<file path="src/rtl/muldiv_ctrl.sv">
// Multi-cycle MULT/MULTU/DIV/DIVU sequencer: shift-add multiply, restoring divide, HI/LO write.
// Define MULDIV_FAST_MUL_EN to replace the iterative multiply with a one-cycle combinational product.
module muldiv_ctrl #(
    parameter int WIDTH = 32
) (
    input  logic             clk,
    input  logic             resetn,
    input  logic             md_valid,
    input  logic             md_is_div,
    input  logic             md_signed,
    input  logic [WIDTH-1:0] md_src1,
    input  logic [WIDTH-1:0] md_src2,
    input  logic             md_cancel,
    output logic             md_ready,
    output logic             md_busy,
    output logic             hilo_we,
    output logic [WIDTH-1:0] hi_wdata,
    output logic [WIDTH-1:0] lo_wdata
);
    localparam int CW = $clog2(WIDTH + 1);

    typedef enum logic [2:0] {S_IDLE, S_MUL, S_DIV, S_FIX, S_DONE} state_t;

    state_t             state_reg, state_next;
    logic [CW-1:0]      cnt_reg;
    logic               op_div_reg, neg_q_reg, neg_r_reg, div_zero_reg;
    logic [WIDTH-1:0]   opnd_reg;
    logic [2*WIDTH-1:0] acc_reg;
    logic [WIDTH-1:0]   hi_reg, lo_reg;

    logic               accept, last_iter, mul_last;
    logic               s1, s2;
    logic [WIDTH-1:0]   abs1, abs2;

    assign accept    = (state_reg == S_IDLE) && md_valid && !md_cancel;
    assign last_iter = (cnt_reg == CW'(WIDTH - 1));
    assign s1        = md_signed & md_src1[WIDTH-1];
    assign s2        = md_signed & md_src2[WIDTH-1];
    assign abs1      = s1 ? -md_src1 : md_src1;
    assign abs2      = s2 ? -md_src2 : md_src2;

    // Multiply: acc_reg = {partial product, remaining multiplier bits}, opnd_reg = multiplicand.
    logic [2*WIDTH-1:0] mul_acc_next;
`ifdef MULDIV_FAST_MUL_EN
    assign mul_acc_next = {{WIDTH{1'b0}}, opnd_reg} * {{WIDTH{1'b0}}, acc_reg[WIDTH-1:0]};
    assign mul_last     = 1'b1;
`else
    logic [WIDTH:0] mul_sum;
    assign mul_sum      = {1'b0, acc_reg[2*WIDTH-1:WIDTH]}
                        + {1'b0, {WIDTH{acc_reg[0]}} & opnd_reg};
    assign mul_acc_next = {mul_sum, acc_reg[WIDTH-1:1]};
    assign mul_last     = last_iter;
`endif

    // Divide: acc_reg = {remainder, dividend/quotient}, opnd_reg = divisor.
    // The shifted partial remainder needs WIDTH+1 bits; after a successful subtract it fits WIDTH.
    logic [WIDTH:0]     div_part;
    logic               div_ge;
    logic [WIDTH-1:0]   div_sub;
    logic [2*WIDTH-1:0] div_acc_next;
    assign div_part     = acc_reg[2*WIDTH-1:WIDTH-1];
    assign div_ge       = (div_part >= {1'b0, opnd_reg});
    assign div_sub      = div_part[WIDTH-1:0] - opnd_reg;
    assign div_acc_next = {(div_ge ? div_sub : div_part[WIDTH-1:0]), acc_reg[WIDTH-2:0], div_ge};

    // Sign fixup. A zero divisor leaves the quotient all ones; negating the remainder by the
    // dividend sign turns |src1| back into the original src1.
    logic [2*WIDTH-1:0] prod_fix;
    logic [WIDTH-1:0]   quo_fix, rem_fix, fix_hi, fix_lo;
    assign prod_fix = neg_q_reg ? -acc_reg : acc_reg;
    assign quo_fix  = (neg_q_reg && !div_zero_reg) ? -acc_reg[WIDTH-1:0] : acc_reg[WIDTH-1:0];
    assign rem_fix  = neg_r_reg ? -acc_reg[2*WIDTH-1:WIDTH] : acc_reg[2*WIDTH-1:WIDTH];
    assign fix_hi   = op_div_reg ? rem_fix : prod_fix[2*WIDTH-1:WIDTH];
    assign fix_lo   = op_div_reg ? quo_fix : prod_fix[WIDTH-1:0];

    always_ff @(posedge clk or negedge resetn) begin
        if (!resetn) begin
            state_reg <= S_IDLE;
        end else begin
            state_reg <= state_next;
        end
    end

    always_comb begin
        state_next = state_reg;
        case (state_reg)
            S_IDLE: if (accept) state_next = md_is_div ? S_DIV : S_MUL;
            S_MUL:  if (md_cancel) state_next = S_IDLE; else if (mul_last) state_next = S_FIX;
            S_DIV:  if (md_cancel) state_next = S_IDLE; else if (last_iter) state_next = S_FIX;
            S_FIX:  state_next = md_cancel ? S_IDLE : S_DONE;
            S_DONE: state_next = S_IDLE;
            default: state_next = S_IDLE;
        endcase
    end

    always_comb begin
        md_ready = (state_reg == S_IDLE);
        md_busy  = 1'b0;
        hilo_we  = 1'b0;
        case (state_reg)
            S_IDLE:             md_busy = md_valid & ~md_cancel;
            S_MUL, S_DIV, S_FIX: md_busy = 1'b1;
            S_DONE:             hilo_we = ~md_cancel;
            default:            md_busy = 1'b0;
        endcase
        md_busy = md_busy & resetn;
    end

    always_ff @(posedge clk or negedge resetn) begin
        if (!resetn) begin
            cnt_reg      <= '0;
            op_div_reg   <= 1'b0;
            neg_q_reg    <= 1'b0;
            neg_r_reg    <= 1'b0;
            div_zero_reg <= 1'b0;
            opnd_reg     <= '0;
            acc_reg      <= '0;
            hi_reg       <= '0;
            lo_reg       <= '0;
        end else if (accept) begin
            cnt_reg      <= '0;
            op_div_reg   <= md_is_div;
            neg_q_reg    <= s1 ^ s2;
            neg_r_reg    <= s1;
            div_zero_reg <= (md_src2 == '0);
            opnd_reg     <= md_is_div ? abs2 : abs1;
            acc_reg      <= {{WIDTH{1'b0}}, (md_is_div ? abs1 : abs2)};
        end else if (state_reg == S_MUL) begin
            acc_reg <= mul_acc_next;
            cnt_reg <= cnt_reg + CW'(1);
        end else if (state_reg == S_DIV) begin
            acc_reg <= div_acc_next;
            cnt_reg <= cnt_reg + CW'(1);
        end else if (state_reg == S_FIX && !md_cancel) begin
            hi_reg <= fix_hi;
            lo_reg <= fix_lo;
        end
    end

    assign hi_wdata = hi_reg;
    assign lo_wdata = lo_reg;

endmodule

</file>
<file path="config.mk">
export PLATFORM = sky130hd
export DESIGN_NAME = muldiv_ctrl
export DESIGN_NICKNAME = d
export VERILOG_FILES = /design/src/rtl/muldiv_ctrl.sv
export SDC_FILE = /design/constraint.sdc
export NUM_CORES = 1
export LEC_CHECK = 0
export CAP_MARGIN = 30
export CORE_MARGIN = 2
export CORE_UTILIZATION = 35
export CTS_CLUSTER_DIAMETER = 30
export DETAILED_ROUTE_END_ITERATION = 12
export SETUP_SLACK_MARGIN = 0.02
export SYNTH_ARGS = -nofsm -noshare
export SYNTH_HDL_FRONTEND = slang
export SYNTH_SLANG_ARGS = --single-unit
</file>
<file path="constraint.sdc">
create_clock -name clk -period 3.4 [get_ports clk]
set_input_delay 0.51 -clock clk [delete_from_list [all_inputs] [get_ports clk]]
set_output_delay 0.51 -clock clk [all_outputs]
set_load 0.01 [all_outputs]
</file>
* Word-level counts from Yosys, hierarchy flattened *
Cells that the tools add are included.

word-level totals
  bits in registers = 173
  logic and storage cells = 73
  input bits = 70
  output and inout bits = 67

cells by class
  reduce and logical (&&, ||, !) cells = 13
  equal/unequal tests = 7
  $add $sub $neg = 8
  bitwise operators = 10
  $lt $le $gt $ge = 1
  mux-type cells = 24

operator list
  operator               number
  $mux W32               9
  $mux W64               4
  $neg A32 Y32           4
  $neg A64 Y64           1
  $add A32 B32 Y33       1
  $ge A33 B32 Y1         1
  $and A32 B32 Y32       1
  $logic_not A32 Y1      1
  $sub A32 B32 Y32       1
  $mux W6                3
  $mux W3                4
  $pmux W3 S3            1
  $add A6 B1 Y6 const B  1
  $eq A3 B2 Y1 const B   2
  $eq A6 B5 Y1 const B   1
  $and A1 B1 Y1          4
  $logic_and A1 B1 Y1    4
  $not A1 Y1             4
  $reduce_and A4 Y1      1
  $eq A3 B1 Y1 const B   1
  $eq A3 B3 Y1 const B   1
  $logic_not A3 Y1       1
  $ne A3 B1 Y1 const B   1
  $reduce_bool A3 Y1     1
  9 further kinds        10

* Longest topological paths before layout *
  depth in word-level cells = 5
  mapped depth = 13
  depth with buffers taken out = 13

* Least setup slack after synthesis *
No wires, ideal clock.

  path kind = reg-to-reg
  from = reg acc_reg[0]
  to = reg acc_reg[56]
  data required time = 3274 ps
  arrival time = 3023 ps
  setup slack = 251 ps
  path buffers = 1
  period minus slack after synthesis = 3149 ps
  setup time = 126 ps
  stages on the path, launching flop included = 14
  cell sequence = dfrtp_1 inv_1 buf_1 nor2_1 ha_1 and4_1 and3_1 a221oi_1 nor3b_1 a21oi_1 a21o_1 a21oi_1 xnor2_1 a221o_1

between the ends
  longest elaborated chain between the ends = 4

RTL lines
  item                      RTL line  RTL
  start: declaration        28        logic [2*WIDTH-1:0] acc_reg;
  start signal: assignment  127       acc_reg <= {{WIDTH{1'b0}}, (md_is_div ? abs1 : abs2)};
  start signal: assignment  129       acc_reg <= mul_acc_next;
  start signal: assignment  132       acc_reg <= div_acc_next;
  $and A32 B32 Y32          50        + {1'b0, {WIDTH{acc_reg[0]}} & opnd_reg};
  $add A32 B32 Y33          50
  $mux W64                  128       end else if (state_reg == S_MUL) begin
  $mux W64                  120       end else if (accept) begin

Every way passes these cells.
A chain may end at the register's enable or synchronous reset.

* Final worst setup path *
  from = reg acc_reg[0]
  to = reg acc_reg[62]

Same word-level chain as after synthesis.

==> impl_metrics.env <==
export IMPL_ir_drop_mv=0.678
export IMPL_cts_sinks=173
export IMPL_largest_reg_flops=64
export IMPL_synth_top_cell_by_area="dfrtp_1"
export IMPL_post_cts_buffers=0
export IMPL_setup_viol=0
export IMPL_clock_latency_ns=0.46
export IMPL_holdBufCountCts=0
export IMPL_fin_nets=2260
export IMPL_coreArea_mm2=0.0407
export IMPL_syn_area_mm2=0.0144
export IMPL_slowest_stage="dfrtp_1"
export IMPL_p_leak_nw=7.78
export IMPL_dp_worst_setup_slack_ns=-0.0452
export IMPL_cap_violations=0
export IMPL_cp_common_cell="a221oi_1"
export IMPL_io_buffers=136
export IMPL_end_kind="flop"
export IMPL_synth_edf_count=0
export IMPL_grt_pass1_vias=14100
export IMPL_synth_compound_area_share_pct=26.2
export IMPL_synth_area_top_cells="dfrtp_1, nand2_1, o21ai_0"
export IMPL_power_density_mw_per_mm2=1100
export IMPL_worstPathArrival_ns=3.61
export IMPL_r2r_start="acc_reg[0]$_DFFE_PN0P_"
export IMPL_clk_path_buf_depth=2
export IMPL_synth_main_ff_cell="dfrtp_1"
export IMPL_dp_hpwl_mm=40.4
export IMPL_critPathBufInv=3
export IMPL_synthCells=1887
export IMPL_path_cells="inv_2 > buf_12 > nor2_1 > ha_1 > and4_1 > and3_1 > a221oi_1 > buf_4 > nor3b_2 > a21o_1 > a31oi_2 > a21oi_2 > xor2_1 > a221oi_1"
export IMPL_globalRouteOverflowTotal=0
export IMPL_yosys_area_share_simple_pct=20.9
export IMPL_die_x_um=207
export IMPL_fp_row_count=74
export IMPL_postSynthAreaPerCell_um2=7.62
export IMPL_wl_mm=51.6
export IMPL_routabilityCongestion=0.925
export IMPL_setup_slack_ns=0.141
export IMPL_start_util_pct=35.3
export IMPL_clk_pin_slew_ns=0.08
export IMPL_worstPathMaxFanout=19
export IMPL_dieArea_mm2=0.0427
export IMPL_syn_nets=2028
export IMPL_finalCriticalPeriod_ns=3.26
export IMPL_rsz0062_at_grt="false"
export IMPL_synth_distinct_cells=76
export IMPL_maxSlewViolCount=0
export IMPL_area_growth_pct=26.0
export IMPL_firstDrtPassIters=5
export IMPL_cts_tree="done"
export IMPL_grt_usage_pct=24.5
export IMPL_num_io_pins=137
export IMPL_holdWs_ns=0.170
export IMPL_status="finished, final reports clean"
export IMPL_total_power_mw=20.0
export IMPL_root_buffer="clkbuf_16"
export IMPL_synth_mux_area_share_pct=0.992
export IMPL_yosysTopAreaCellShare_pct=30.1
export IMPL_drt_iter0_drc=1387
export IMPL_fp_dieH_um=207
export IMPL_ys_warn_count=0
export IMPL_drc=0
export IMPL_fillers=4149
export IMPL_synth_top_family_by_area="compound AO/OA/AOI/OAI gates"
export IMPL_ys_ff_latch=173
export IMPL_antenna_found_initial=0
export IMPL_min_period_over_period_pct=95.9
export IMPL_yosysSeqAreaShare_pct=30.1
export IMPL_cts_max_level=4
export IMPL_hold_viol=0
export IMPL_cp_top_family="compound AO/OA/AOI/OAI gates"
export IMPL_max_freq_mhz=307
export IMPL_ant_nets=0
export IMPL_wl_per_cell_um=19.3
export IMPL_clock_skew_ns=0.0142
export IMPL_startpoint="acc_reg[0]$_DFFE_PN0P_"
export IMPL_critPathMaxStageDelay_ns=0.41
export IMPL_critPathKind="flop to flop"
export IMPL_tightest_slew_ns=1.07
export IMPL_drive_above_1_share_pct=12.5
export IMPL_synth_fa_ha_area_share_pct=6.28
export IMPL_slew_headroom_pct=28.2
export IMPL_vias=14900
export IMPL_cts_made_buffers=17
export IMPL_via_per_inst=5.58
export IMPL_grt_pass1_wl_mm=80.7
export IMPL_synth_xor_area_share_pct=10.5
export IMPL_grt_max_degree=127
export IMPL_async_flop_share_pct=100
export IMPL_min_path_type="primary input to async pin"
export IMPL_startpoint_type="flop"
export IMPL_crit_required_ns=3.75
power by group:
part | switching, mW | total [mW] | internal, mW
Clock | 0.937 | 1.93 | 0.992
Combinational | 7.97 | 14.1 | 6.13
Sequential | 0.877 | 3.92 | 3.04
Total | 9.79 | 20.0 | 10.2
worst paths after layout:
check,end,slack [ns],cells past startpoint
min in group clk,lo_wdata[21]$_DFFE_PN0P_,0.48,2
min reg2reg,lo_wdata[21]$_DFFE_PN0P_,0.48,2
max reg2reg,acc_reg[62]$_DFFE_PN0P_,0.14,14
max in group asynchronous,hi_wdata[14]$_DFFE_PN0P_,2.00,3
max,acc_reg[62]$_DFFE_PN0P_,0.14,14
min,acc_reg[18]$_DFFE_PN0P_,0.17,2
cells in the mapped netlist (7+ instances only):
cell / count
or4_1: 12
clkbuf_1: 95
o21ai_1: 28
a31oi_1: 18
a21oi_1: 165
o211ai_1: 64
a32o_1: 8
nand3_1: 33
ha_1: 69
nor2b_1: 8
mux2i_1: 12
buf_1: 12
a22oi_1: 7
nand2_1: 299
dfrtp_1: 173
or3_1: 17
nand2b_1: 12
nand4_1: 16
buf_2: 7
o21ai_0: 193
o41ai_1: 11
nor3_1: 39
xnor2_1: 92
inv_1: 71
a211oi_1: 11
o31ai_1: 22
a21o_1: 29
and3_1: 9
o21bai_1: 9
nor4_1: 16
and2_1: 8
o21a_1: 9
xor2_1: 81
nor2_1: 145
per-layer routing:
layer,GRT usage [%],share of wire (%),wire length [µm]
met1,34.4,45,23300
met2,39.6,46,23600
met3,3.16,7.0,3620
met4,6.74,2.1,1080
met5,0,0,0
through the flow:
step	TNS (ns)	util [%]	cell area (µm²)	instances
6_report	0	44.5	18100	2665
5_1_grt	0	44.5	18100	2664
4_1_cts	0	44.4	18100	2664
3_5_place_dp	-0.0499	43.0	17500	2632
3_3_place_gp	-0.0259	43.0	17500	2632
2_1_floorplan	0	-	14400	1887
cells by family (layout without fill, tap and decap cells):
| logic type | Yosys count | in the layout |
|---|---|---|
| and+or+nand+nor | 651 | 651 |
| AOI/OAI and AO/OA | 619 | 619 |
| buffers and inverters | 186 | 431 |
| xor gates and xnor gates | 173 | 173 |
| DFF | 173 | 173 |
| adders and majority gates | 71 | 71 |
| muxes | 14 | 14 |
| other | 0 | 1 |
placed cells by master (no fill, tap or decap), types with 21 or more instances in the layout:
master,netlist,routed
nor3_1,39,38
nand2_1,299,299
nor2_1,145,144
nand3_1,33,33
a21o_1,29,29
xnor2_1,92,92
o211ai_1,64,64
o31ai_1,22,21
a21oi_1,165,163
inv_1,71,70
clkdlybuf4s50_1,0,134
o21ai_0,193,193
xor2_1,81,81
o21ai_1,28,28
ha_1,69,68
dfrtp_1,173,173
buf_4,1,185
what timing repair did:
action,in CTS,in global routing
pin swaps,1,1
gates resized for setup,2,11
setup endpoints to repair,3,15
area by class of cell:
cell class / instances / area, µm² / share of cell area (%)
clock inverter: 13 / 105 / 0.580
multi-input combinational: 1528 / 9420 / 52.0
tap: 532 / 666 / 3.67
inverter: 71 / 267 / 1.47
antenna: 1 / 2.50 / 0.0138
sequential: 173 / 4330 / 23.9
timing repair buffer: 328 / 2890 / 15.9
clock buffer: 19 / 453 / 2.50
Note: power is estimated with default switching activity, not from simulation.
